`src/rtl/ibex_pkg_pext.sv`:
```
// Shared types for the Zpn packed-SIMD multiply sequencer.
//   zpn_op_e        : opcode of the 16-bit / 8-bit multiply(-accumulate) subset
//   mul_seq_state_e : sequencer FSM state
//   MulAccW/MulOpW  : accumulator and multiplier operand widths
package ibex_pkg_pext;

    localparam int unsigned MulAccW  = 35;
    localparam int unsigned MulOpW   = 17;
    localparam int unsigned MulProdW = 2 * MulOpW;
    localparam int unsigned ZpnOpW   = 7;

    typedef enum logic [ZpnOpW-1:0] {
        ZPN_SMBB16 = 7'h00,
        ZPN_SMBT16 = 7'h01,
        ZPN_SMTT16 = 7'h02,
        ZPN_KHMBB  = 7'h03,
        ZPN_KHMBT  = 7'h04,
        ZPN_KHMTT  = 7'h05,
        ZPN_KMABB  = 7'h06,
        ZPN_KMABT  = 7'h07,
        ZPN_KMATT  = 7'h08,
        ZPN_KMDA   = 7'h09,
        ZPN_KMXDA  = 7'h0A,
        ZPN_SMDS   = 7'h0B,
        ZPN_KMADA  = 7'h0C,
        ZPN_SMAQA  = 7'h0D,
        ZPN_UMAQA  = 7'h0E
    } zpn_op_e;

    typedef enum logic [1:0] {
        MUL_SEQ_IDLE = 2'd0,
        MUL_SEQ_MUL  = 2'd1,
        MUL_SEQ_DONE = 2'd2
    } mul_seq_state_e;

    // Number of partial products; 0 marks an opcode this unit does not handle.
    function automatic logic [2:0] mul_seq_num_prod(input zpn_op_e op);
        logic [2:0] n;
        n = 3'd0;
        case (op)
            ZPN_SMBB16, ZPN_SMBT16, ZPN_SMTT16,
            ZPN_KHMBB,  ZPN_KHMBT,  ZPN_KHMTT,
            ZPN_KMABB,  ZPN_KMABT,  ZPN_KMATT:  n = 3'd1;
            ZPN_KMDA,   ZPN_KMXDA,  ZPN_SMDS,
            ZPN_KMADA:                          n = 3'd2;
            ZPN_SMAQA,  ZPN_UMAQA:              n = 3'd4;
            default:                            n = 3'd0;
        endcase
        return n;
    endfunction

    // Clip a 35-bit signed value to signed 32 bits; returns {clipped, value}.
    function automatic logic [32:0] mul_seq_sat32(input logic [MulAccW-1:0] s);
        logic [32:0] r;
        if ((s[MulAccW-1:31] == '0) || (s[MulAccW-1:31] == '1)) begin
            r = {1'b0, s[31:0]};
        end else if (s[MulAccW-1]) begin
            r = {1'b1, 32'h8000_0000};
        end else begin
            r = {1'b1, 32'h7FFF_FFFF};
        end
        return r;
    endfunction

endpackage

```
`src/rtl/ibex_pext_mul17.sv`:
```
// Combinational 17x17 signed multiplier, isolated so a DSP or Booth
// implementation can replace it without touching the sequencer.
//   a_i, b_i : signed 17-bit operands
//   p_o      : signed 34-bit product
module ibex_pext_mul17
    import ibex_pkg_pext::*;
(
    input  logic signed [MulOpW-1:0]   a_i,
    input  logic signed [MulOpW-1:0]   b_i,
    output logic signed [MulProdW-1:0] p_o
);

    assign p_o = MulProdW'(a_i) * MulProdW'(b_i);

endmodule

```
`src/rtl/ibex_pext_mul_seq.sv`:
```
// Multi-cycle sequencer for the Zpn 16/8-bit multiply and multiply-accumulate
// ops. One operation at a time; a single 17x17 multiplier is time-shared over
// the partial products, which are summed into a 35-bit accumulator and then
// finalised (accumulate, saturate, halve) into a 32-bit result.
//   clk_i, rst_i        : clock, synchronous active-high reset
//   en_i, operator_i    : request valid and opcode
//   op_a_i/op_b_i/op_c_i: rs1, rs2, old rd
//   kill_i              : flush the in-flight operation
//   ready_o             : idle, can accept
//   valid_o, result_o   : one-cycle result pulse and value
//   ov_set_o            : saturation flag, qualified by valid_o
module ibex_pext_mul_seq
    import ibex_pkg_pext::*;
#(
    parameter bit ResetAll = 1'b0
) (
    input  logic              clk_i,
    input  logic              rst_i,
    input  logic              en_i,
    input  logic [ZpnOpW-1:0] operator_i,
    input  logic [31:0]       op_a_i,
    input  logic [31:0]       op_b_i,
    input  logic [31:0]       op_c_i,
    input  logic              kill_i,
    output logic              ready_o,
    output logic              valid_o,
    output logic [31:0]       result_o,
    output logic              ov_set_o
);

    mul_seq_state_e state_q;
    logic           ready_q;
    logic           valid_q;
    logic           ov_q;
    logic [31:0]    result_q;

    zpn_op_e                    op_q;
    logic [31:0]                a_q;
    logic [31:0]                b_q;
    logic [31:0]                c_q;
    logic signed [MulAccW-1:0]  acc_q;
    logic [1:0]                 k_q;
    logic [1:0]                 k_last_q;

    zpn_op_e                    op_in;
    logic [2:0]                 n_in;
    logic                       accept;

    logic signed [MulOpW-1:0]   mul_a;
    logic signed [MulOpW-1:0]   mul_b;
    logic                       mul_neg;
    logic signed [MulProdW-1:0] prod;
    logic signed [MulAccW-1:0]  prod_ext;
    logic signed [MulAccW-1:0]  acc_d;
    logic [MulAccW-1:0]         acc_c;
    logic [32:0]                sat_acc;
    logic [32:0]                sat_accc;
    logic [31:0]                res_d;
    logic                       ov_d;

    assign op_in  = zpn_op_e'(operator_i);
    assign n_in   = mul_seq_num_prod(op_in);
    assign accept = (state_q == MUL_SEQ_IDLE) && en_i && !kill_i;

    // Pick the multiplier operands for partial product k of the current op.
    always_comb begin
        logic [7:0] a_byte;
        logic [7:0] b_byte;
        mul_a   = '0;
        mul_b   = '0;
        mul_neg = 1'b0;
        a_byte  = a_q[{k_q, 3'b000} +: 8];
        b_byte  = b_q[{k_q, 3'b000} +: 8];
        case (op_q)
            ZPN_SMBB16, ZPN_KHMBB, ZPN_KMABB: begin
                mul_a = {a_q[15], a_q[15:0]};
                mul_b = {b_q[15], b_q[15:0]};
            end
            ZPN_SMBT16, ZPN_KHMBT, ZPN_KMABT: begin
                mul_a = {a_q[15], a_q[15:0]};
                mul_b = {b_q[31], b_q[31:16]};
            end
            ZPN_SMTT16, ZPN_KHMTT, ZPN_KMATT: begin
                mul_a = {a_q[31], a_q[31:16]};
                mul_b = {b_q[31], b_q[31:16]};
            end
            ZPN_KMDA, ZPN_SMDS, ZPN_KMADA: begin
                if (k_q == 2'd0) begin
                    mul_a = {a_q[31], a_q[31:16]};
                    mul_b = {b_q[31], b_q[31:16]};
                end else begin
                    mul_a = {a_q[15], a_q[15:0]};
                    mul_b = {b_q[15], b_q[15:0]};
                end
                mul_neg = (op_q == ZPN_SMDS) && (k_q == 2'd1);
            end
            ZPN_KMXDA: begin
                if (k_q == 2'd0) begin
                    mul_a = {a_q[31], a_q[31:16]};
                    mul_b = {b_q[15], b_q[15:0]};
                end else begin
                    mul_a = {a_q[15], a_q[15:0]};
                    mul_b = {b_q[31], b_q[31:16]};
                end
            end
            ZPN_SMAQA: begin
                mul_a = {{9{a_byte[7]}}, a_byte};
                mul_b = {{9{b_byte[7]}}, b_byte};
            end
            ZPN_UMAQA: begin
                mul_a = {9'b0, a_byte};
                mul_b = {9'b0, b_byte};
            end
            default: begin
                mul_a = '0;
                mul_b = '0;
            end
        endcase
    end

    ibex_pext_mul17 u_mul17 (
        .a_i (mul_a),
        .b_i (mul_b),
        .p_o (prod)
    );

    assign prod_ext = MulAccW'(prod);
    assign acc_d    = mul_neg ? (acc_q - prod_ext) : (acc_q + prod_ext);
    assign acc_c    = acc_d + {{(MulAccW-32){c_q[31]}}, c_q};
    assign sat_acc  = mul_seq_sat32(acc_d);
    assign sat_accc = mul_seq_sat32(acc_c);

    // Finalise using the accumulator value that includes the last product.
    always_comb begin
        res_d = '0;
        ov_d  = 1'b0;
        case (op_q)
            ZPN_SMBB16, ZPN_SMBT16, ZPN_SMTT16, ZPN_SMDS: begin
                res_d = acc_d[31:0];
            end
            ZPN_KHMBB, ZPN_KHMBT, ZPN_KHMTT: begin
                // -1.0 * -1.0 in Q15 is the only product that cannot be represented.
                if ((mul_a == 17'h18000) && (mul_b == 17'h18000)) begin
                    res_d = 32'h0000_7FFF;
                    ov_d  = 1'b1;
                end else begin
                    res_d = {{16{acc_d[30]}}, acc_d[30:15]};
                end
            end
            ZPN_KMDA, ZPN_KMXDA: begin
                res_d = sat_acc[31:0];
                ov_d  = sat_acc[32];
            end
            ZPN_KMABB, ZPN_KMABT, ZPN_KMATT, ZPN_KMADA: begin
                res_d = sat_accc[31:0];
                ov_d  = sat_accc[32];
            end
            ZPN_SMAQA, ZPN_UMAQA: begin
                res_d = c_q + acc_d[31:0];
            end
            default: begin
                res_d = '0;
                ov_d  = 1'b0;
            end
        endcase
    end

    // Sequencer FSM and handshake outputs.
    always_ff @(posedge clk_i) begin
        if (rst_i) begin
            state_q  <= MUL_SEQ_IDLE;
            ready_q  <= 1'b1;
            valid_q  <= 1'b0;
            ov_q     <= 1'b0;
            result_q <= '0;
        end else begin
            valid_q <= 1'b0;
            ov_q    <= 1'b0;
            case (state_q)
                MUL_SEQ_IDLE: begin
                    if (accept) begin
                        ready_q <= 1'b0;
                        if (n_in == 3'd0) begin
                            state_q  <= MUL_SEQ_DONE;
                            valid_q  <= 1'b1;
                            result_q <= '0;
                        end else begin
                            state_q <= MUL_SEQ_MUL;
                        end
                    end
                end
                MUL_SEQ_MUL: begin
                    if (kill_i) begin
                        state_q <= MUL_SEQ_IDLE;
                        ready_q <= 1'b1;
                    end else if (k_q == k_last_q) begin
                        state_q  <= MUL_SEQ_DONE;
                        valid_q  <= 1'b1;
                        ov_q     <= ov_d;
                        result_q <= res_d;
                    end
                end
                MUL_SEQ_DONE: begin
                    state_q <= MUL_SEQ_IDLE;
                    ready_q <= 1'b1;
                end
                default: begin
                    state_q <= MUL_SEQ_IDLE;
                    ready_q <= 1'b1;
                end
            endcase
        end
    end

    // Operand latch, product counter and accumulator.
    always_ff @(posedge clk_i) begin
        if (ResetAll && rst_i) begin
            op_q     <= ZPN_SMBB16;
            a_q      <= '0;
            b_q      <= '0;
            c_q      <= '0;
            acc_q    <= '0;
            k_q      <= '0;
            k_last_q <= '0;
        end else if (accept) begin
            op_q     <= op_in;
            a_q      <= op_a_i;
            b_q      <= op_b_i;
            c_q      <= op_c_i;
            acc_q    <= '0;
            k_q      <= '0;
            k_last_q <= 2'(n_in - 3'd1);
        end else if (state_q == MUL_SEQ_MUL) begin
            acc_q <= acc_d;
            k_q   <= k_q + 2'd1;
        end
    end

    // A flush arriving in DONE must still cancel the pulse it overlaps.
    assign ready_o  = ready_q;
    assign valid_o  = valid_q & ~kill_i;
    assign ov_set_o = ov_q & ~kill_i;
    assign result_o = result_q;

endmodule

```
`config.mk`:
```
export PLATFORM = sky130hd
export DESIGN_NAME = ibex_pext_mul_seq
export DESIGN_NICKNAME = d
export VERILOG_FILES = /design/src/rtl/ibex_pkg_pext.sv /design/src/rtl/ibex_pext_mul17.sv /design/src/rtl/ibex_pext_mul_seq.sv
export SDC_FILE = /design/constraint.sdc
export NUM_CORES = 1
export LEC_CHECK = 0
export ABC_AREA = 1
export CAP_MARGIN = 10
export CORE_ASPECT_RATIO = 1.25
export CORE_MARGIN = 2
export CORE_UTILIZATION = 50
export CTS_CLUSTER_SIZE = 8
export DETAILED_ROUTE_END_ITERATION = 8
export PLACE_DENSITY = 0.68
export SETUP_SLACK_MARGIN = 0.3
export SYNTH_ARGS = -nofsm -noshare
export SYNTH_HDL_FRONTEND = slang
export SYNTH_HIERARCHICAL = 1
export SYNTH_SLANG_ARGS = --single-unit
```
`constraint.sdc`:
```
create_clock -name clk_i -period 12.5 [get_ports clk_i]
set_input_delay 2.5 -clock clk_i [delete_from_list [all_inputs] [get_ports clk_i]]
set_output_delay 2.5 -clock clk_i [all_outputs]
set_load 0.01 [all_outputs]
```
==> results of run 1 <==
[synthesized netlist by cell type, types with 17 or more instances]
library cell | instances | share of area
a21oi_1 | 188 | 0.035
buf_2 | 23 | 0.0042
clkbuf_1 | 100 | 0.014
dfxtp_1 | 74 | 0.055
edfxtp_1 | 105 | 0.12
fa_1 | 298 | 0.22
ha_1 | 160 | 0.074
inv_1 | 835 | 0.12
nand2_1 | 1058 | 0.15
nand3_1 | 207 | 0.038
nand4_1 | 26 | 0.0060
nor2_1 | 296 | 0.041
nor3_1 | 26 | 0.0048
o211ai_1 | 44 | 0.012
o21ai_0 | 120 | 0.022
o21bai_1 | 19 | 0.0053
o22ai_1 | 17 | 0.0039
xnor2_1 | 29 | 0.0094
xor2_1 | 75 | 0.024
[worst max-delay path, delay by kind of cell (launching register included)]
kind / cells / cell delay (ns)
adders and majority gates: 9 / 4.22
and+or+nand+nor: 27 / 3.23
AOI/OAI and AO/OA: 10 / 2.34
buffers and inverters: 9 / 0.86
DFF: 1 / 0.48
xor gates and xnor gates: 2 / 0.43
[timing repair]
action | CTS | global route
buffers inserted | 0 | 23
pin swaps | 0 | 19
endpoints found under the setup margin | 31 | 33
gates resized for setup | 2 | 164
gates cloned | 0 | 3
endpoints found under the hold margin | 0 | 0
[flip-flops by register name, summed over array words and instances (netlist names)]
name      count
k_last_q      2
a_q          32
b_q          32
ov_q          1
acc_q        35
result_o     32
ready_o       1
valid_q       1
k_q           2
state_q       2
op_q          7
c_q          32
[power breakdown]
part           internal (mW)  switching [mW]  total, mW
Combinational          0.776            1.55       2.33
Clock                  0.268           0.291      0.559
Sequential             0.650          0.0190      0.669
Total                   1.69            1.86       3.55
[cell families after synthesis]
family,Yosys count,synth area share
mux,4,0.00148
fa+ha+maj,458,0.294
simple gates,1696,0.259
flops,179,0.171
compound gates,464,0.0988
buf+inv,993,0.142
xor+xnor,104,0.0336
[worst max-delay path by stage]
stage | start | cells past startpoint | to
after floorplan | k_q[1] | 70 | result_o[19]
after global placement | op_q[1] | 62 | result_o[24]
after detailed placement | op_q[1] | 64 | result_o[13]
after CTS | k_q[0] | 55 | result_o[17]
after global routing | k_q[0] | 65 | result_o[9]
final | op_q[3] | 57 | result_o[17]
[layer usage]
layer / wire length (um) / share of wire / global-route usage / up-vias
met2: 41200 / 0.50 / 0.529 / 900
li1: - / - / - / 12200
met4: 3290 / 0.040 / 0.114 / 0
met5: 0 / 0 / 0 / -
met1: 32900 / 0.40 / 0.371 / 11800
met3: 5270 / 0.064 / 0.0298 / 181
[layout make-up]
class | instances | share of cell area
tap | 727 | 0.0295
inverter | 848 | 0.104
clock buffer | 17 | 0.0138
multi-input combinational | 2729 | 0.621
timing repair buffer | 253 | 0.0766
sequential | 179 | 0.150
clock inverter | 15 | 0.00503
[placed cells by master (no fill, tap or decap), drive strengths merged, types with 112 or more instances in the layout]
cell,instances
nor2,314
fa,298
inv,854
a21oi,197
clkdlybuf4s50,141
ha,160
buf,112
nand3,218
nand2,1072
o21ai,137
[metrics by stage]
stage	instance area [um2]	setup slack [ns]
4_1_cts	30100	0.308
3_5_place_dp	29500	0.256
5_1_grt	30900	0.205
3_3_place_gp	29500	0.166
2_1_floorplan	27100	1.72
6_report	30900	0.831
==> results.txt, run 1 <==
----------------------------------------------------
[Synth]
  Average instance area after synthesis ... 6.95 um2
  Post-synth net total ... 4463
  Async set-reset flop share out of synthesis ... 0
  Number of enable flip-flop cells after synthesis ... between 100 and 150
  Number of synthesis warnings ... 6
  Post-synthesis instance total ... 3898
  Portion of the post-synthesis area used by sequential elements ... 0.171
  Number of distinct standard cells referenced by the synthesized netlist ... 59
  Cell area after technology mapping ... 27100 um2
  Primary FF master, synth ... edfxtp_1
  Register bit total from synthesis ... 179

[Floorplan]
  Starting density of the core ... 0.504
  Die boundary height ... 264 um
  Width of the chip ... 212 um
  Die area ... 56100 um2
  Placeable Area ... 53700 um2
  Number of placement rows ... between 90 and 100
  Top-Level Pins ... roughly 140

[Cells and area]
  Diode count ... 0
  Fraction of layout cells with a size suffix above 1 ... 0.0874
  Nets@finish ... between 4000 and 5000
  Non-Filler Instances ... ~4800
  Area used by multi-input combinational logic ... roughly 19000 um2
  Core utilization of the finished layout ... 0.575
  Area Growth Syn to Fin ... 13.9%
  Sequential Area ... between 4000 and 5000 um2
  Filler instances ... 5252

[STA]
  Peak Freq ... 85.7 MHz
  Worst relative slew slack ... 0.320
  Sum Neg Setup Slack ... 0 ns
  Setup repair after global routing missed its margin ... no
  Count of final hold-check violations ... 0
  Clock period minus worst slack ... 11.67 ns
  Skew final ... 0.0164 ns
  Max-slew violation count ... 0
  Final setup violating endpoints ... 0
  Slew @ Worst Pin ... 1.01 ns
  Fraction of the cycle the final worst path needs ... 0.934
  Worst hold slack across all endpoints ... approximately 0.47 ns

[Global routing]
  Initial antenna violation count ... 0
  GRT Total Usage ... 0.298
  Number of global-route vias before repair ... around 24000
  Maximum number of pins on one net before global-route repair ... 70
  GR Overflow Total ... 0
  Global-route wire length before repair ... 131000 um

[Placement]
  Number of buffers added on ports ... 141
  Detailed placement HPWL ... between 60000 and 70000 um
  Last weighted congestion value of the routability-driven placer ... 1.02
  Cells after DPL ... ~4700

[Pwr]
  Static Leak ... 16.8 nW
  Power after layout ... ~3.6 mW
  Worst IR drop on VDD ... roughly 0.00010 V
  Total power divided by cell area ... 115 nW/um2

[Clocking]
  Clock-pin slew of the registers on the worst-case setup and hold paths ... roughly 0.08 ns
  TritonCTS clock tree ... yes
  Post-CTS Hold Buffers ... 0
  Root Buffer ... clkbuf_16
  # clock sinks ... around 180
  Maximum number of buffers from clock root to sink ... 2
  CTS HTree Levels ... 4
  Number of buffers created by CTS ... 17
  Worst skew pair latency ... 0.48 ns

[Critical path]
  Type of element launching the critical path ... flop
  Kind of capture point of the worst setup path ... flop
  RR Startpoint ... op_q[3]
  Length in cells of the worst reg-to-reg path ... 57
  Cell seen most often among critical-path stages ... nand2_1
  Reg-to-reg endpoint ... result_o[17]
  Data required, critical path ... 12.90 ns
  Highest-delay cell along the critical path ... fa_1
  Maximum single-stage delay on the critical path ... 0.55 ns
  R2R setup slack ... 0.83 ns
  Type of the setup path with the least slack ... reg2reg
  Crit path arrival time ... 12.07 ns
  Max Fanout on Critical Path ... 31

[Detailed routing]
  Via count ... 25100
  Antenna-violating nets left ... 0
  Via count normalized by instance count ... 5.26
  Remaining routing DRC violations ... 0
  Detailed-route wire length ... approximately 83000 um
  DRC violation total after the first TritonRoute iteration ... 1972
  Number of detailed-routing iterations run before antenna repair ... 6
  Per-cell routed wire length ... 17.3 um

[Worst hold path]
  Startpoint of the most critical hold path ... result_o[27]
  Worst hold endpoint ... result_o[27]
  Path type of the worst min-delay path ... reg2reg
  Worst Hold Depth ... 2

[Job]
  Count of maximum capacitance violations ... 0

[Run status]
  Result of the run ... finished, final reports clean

----------------------------------------------------
No activity file was read; power rests on OpenSTA's default activity.
==> run 2, diff against run 1 <==
--- a/config.mk
+++ b/config.mk
@@ -12,6 +12,7 @@
 export CORE_UTILIZATION = 50
 export CTS_CLUSTER_SIZE = 8
 export DETAILED_ROUTE_END_ITERATION = 8
+export GPL_ROUTABILITY_DRIVEN = 0
 export PLACE_DENSITY = 0.68
 export SETUP_SLACK_MARGIN = 0.3
 export SYNTH_ARGS = -nofsm -noshare
==> constraint.sdc (replaced) <==
create_clock -name clk_i -period 10.98 [get_ports clk_i]
set_input_delay 2.196 -clock clk_i [delete_from_list [all_inputs] [get_ports clk_i]]
set_output_delay 2.196 -clock clk_i [all_outputs]
set_load 0.01 [all_outputs]
==> run 2 against run 1 <==
The run now ends with setup timing left; sequential cell count unchanged; sequential share of layout area is 2.8 points lower; via count is 16% higher; combinational power grew 57%; largest power group unchanged.
==> results.txt, run 2 (synthesized netlist as in run 1, its figures left out) <==
----------------------------------------------------
[Worst hold path]
  Startpoint of the most critical hold path ... ready_o
  Worst hold endpoint ... ready_o
  Path type of the worst min-delay path ... reg2reg
  Worst Hold Depth ... 1

[Run status]
  Result of the run ... complete, but fails checks
  Failing checks ... setup timing

[Clocking]
  Worst skew pair latency ... 0.47 ns
  # clock sinks ... 179
  Number of buffers created by CTS ... 17
  Root Buffer ... clkbuf_16
  TritonCTS clock tree ... yes
  Clock-pin slew of the registers on the worst-case setup and hold paths ... approximately 0.080 ns
  CTS HTree Levels ... 4
  Maximum number of buffers from clock root to sink ... 2

[Global routing]
  GR Overflow Total ... 0
  GRT Total Usage ... 0.328
  Initial antenna violation count ... 0
  Global-route wire length before repair ... 146000 um
  Number of global-route vias before repair ... 28600
  Maximum number of pins on one net before global-route repair ... 73

[Placement]
  Cells after DPL ... between 5000 and 6000
  Area after DPL ... around 33000 um2
  Detailed placement HPWL ... 69500 um
  Number of buffers added on ports ... 141

[Detailed routing]
  Antenna-violating nets left ... 0
  Via count ... 29100
  Per-cell routed wire length ... 18.0 um
  Via count normalized by instance count ... between 5 and 6
  Remaining routing DRC violations ... 0
  Number of detailed-routing iterations run before antenna repair ... 6
  Detailed-route wire length ... 96500 um
  DRC violation total after the first TritonRoute iteration ... 2618

[Critical path]
  Maximum single-stage delay on the critical path ... about 0.58 ns
  Critical path's top delay family ... simple AND/OR/NAND/NOR gates
  Type of the setup path with the least slack ... reg2reg
  Stages on worst setup path ... 73
  Max Fanout on Critical Path ... 5
  Length in cells of the worst reg-to-reg path ... 73
  Type of element launching the critical path ... flop
  Reg-to-reg endpoint ... result_o[22]
  Highest-delay cell along the critical path ... fa_2
  Data required, critical path ... 11.37 ns
  Buffers and inverters on the worst path ... 19
  R2R setup slack ... -0.34 ns
  RR Startpoint ... op_q[1]
  Crit path arrival time ... 11.71 ns
  Kind of capture point of the worst setup path ... flop
  Cell seen most often among critical-path stages ... nand2_2

[Cells and area]
  Filler instances ... 4118
  Commonest cells after routing, fill and taps aside ... nand2_1, inv_1, buf_4
  Register with the most flip-flops ... acc_q
  Largest register FFs ... 35
  Area Growth Syn to Fin ... 40.0%
  Core utilization of the finished layout ... 0.706
  Fraction of layout cells with a size suffix above 1 ... 0.279
  Nets@finish ... 5179
  Non-Filler Instances ... 5354
  Diode count ... 0
  Most common library cell in the layout ignoring fill and taps ... nand2_1
  Non-Filler Cell Area, Final ... 37900 um2

[Pwr]
  Share of total power in sequential cells ... 0.151
  Internal power component ... ~2.6 mW
  Switching power summed over all nets ... 2.44 mW
  Total power divided by cell area ... 133 nW/um2
  Switching part of the total ... 0.481
  Worst IR drop on VDD ... 0.000125 V
  Power after layout ... just over 5 mW
  Static Leak ... 20.4 nW
  Portion of total power attributed to the clock network ... 0.129
  Logic gate share of total power ... 0.720

[STA]
  Slew @ Worst Pin ... between 1 and 1.5 ns
  Skew final ... 0.0223 ns
  Setup repair after global routing missed its margin ... yes
  Count of final hold-check violations ... 0
  Final setup violating endpoints ... 33
  Peak Freq ... 88.3 MHz
  Max-slew violation count ... 0
  Clock period minus worst slack ... about 11 ns
  Worst relative slew slack ... 0.301
  Sum Neg Setup Slack ... -8.62 ns
  Fraction of the cycle the final worst path needs ... 1.03
  Post-layout worst setup margin ... -0.340 ns

[Floorplan]
  Number of placement rows ... 95
  Top-Level Pins ... 142
  Die area ... 56100 um2
  Placeable Area ... 53700 um2
  Die boundary height ... around 260 um
  Starting density of the core ... 0.504
  Width of the chip ... 212 um

[Job]
  Count of maximum capacitance violations ... 0

----------------------------------------------------
run 2: cell count changes in the layout (fill, tap and decap cells not counted), moves of 44 or more:
cell,change
nand2_4,+44
buf_6,+68
nand2_1,-108
inv_1,-45
nand2_2,+64
nor2_1,-47
buf_4,+491
run 2: worst register-to-register path: cells and delay by family (launching register included):
kind                       cells  cell delay (ns)
AOI/OAI and AO/OA              7             1.30
xor gates and xnor gates       2             0.32
adders and majority gates      9             3.63
buffers and inverters         19             1.75
DFF                            1             0.50
and+or+nand+nor               36             3.70
run 2: metal layers:
metal | vias to the layer above | wire [um] | GRT usage
met4 | 0 | 6730 | 0.187
li1 | 13400 | - | -
met2 | 1445 | 47500 | 0.574
met3 | 476 | 6980 | 0.0414
met1 | 13800 | 35200 | 0.385
met5 | - | 0 | 0
run 2: final cells by class:
type                       instances  area, um2  area share
multi-input combinational       2732      21300       0.561
timing repair buffer             834       7250       0.191
sequential                       179       4630       0.122
inverter                         848       3250      0.0857
tap                              727        910      0.0240
clock buffer                      20        479      0.0126
clock inverter                    12        111     0.00294
timing repair inverter             2       11.3    0.000297
run 2: worst max-delay path by stage:
stage / start / to / slack, ns
floorplan: k_q[0] / result_o[19] / 0.32
global placement: op_q[1] / result_o[22] / -0.52
detailed placement: op_q[1] / result_o[11] / -0.63
CTS: op_q[0] / result_o[16] / 0.15
global route: op_q[1] / result_o[18] / -0.74
finish: op_q[1] / result_o[22] / -0.34
run 2: repair_timing:
action | CTS | global route
buffers inserted | 100 | 57
hold buffers | 0 | 0
endpoints found under the setup margin | 33 | 34
gates cloned | 13 | 3
pin swaps | 168 | 214
resized for setup | 409 | 350
run 2: power by group through the flow:
| stage | sequential, mW | combinational [mW] | clock, mW |
|---|---|---|---|
| floorplan | 0.767 | 1.64 | 0 |
| global route | 0.764 | 3.88 | 0.676 |
| finish | 0.763 | 3.65 | 0.653 |
| global placement | 0.774 | 2.88 | 0 |
| CTS | 0.761 | 3.20 | 0.651 |
| detailed placement | 0.774 | 2.90 | 0 |
run 2: through the flow:
stage	setup WS [ns]	hold WS (ns)
after detailed placement	-0.633	0.449
after CTS	0.146	0.465
after global routing	-0.738	0.485
after global placement	-0.516	0.452
after floorplan	0.325	0.435
final	-0.340	0.461
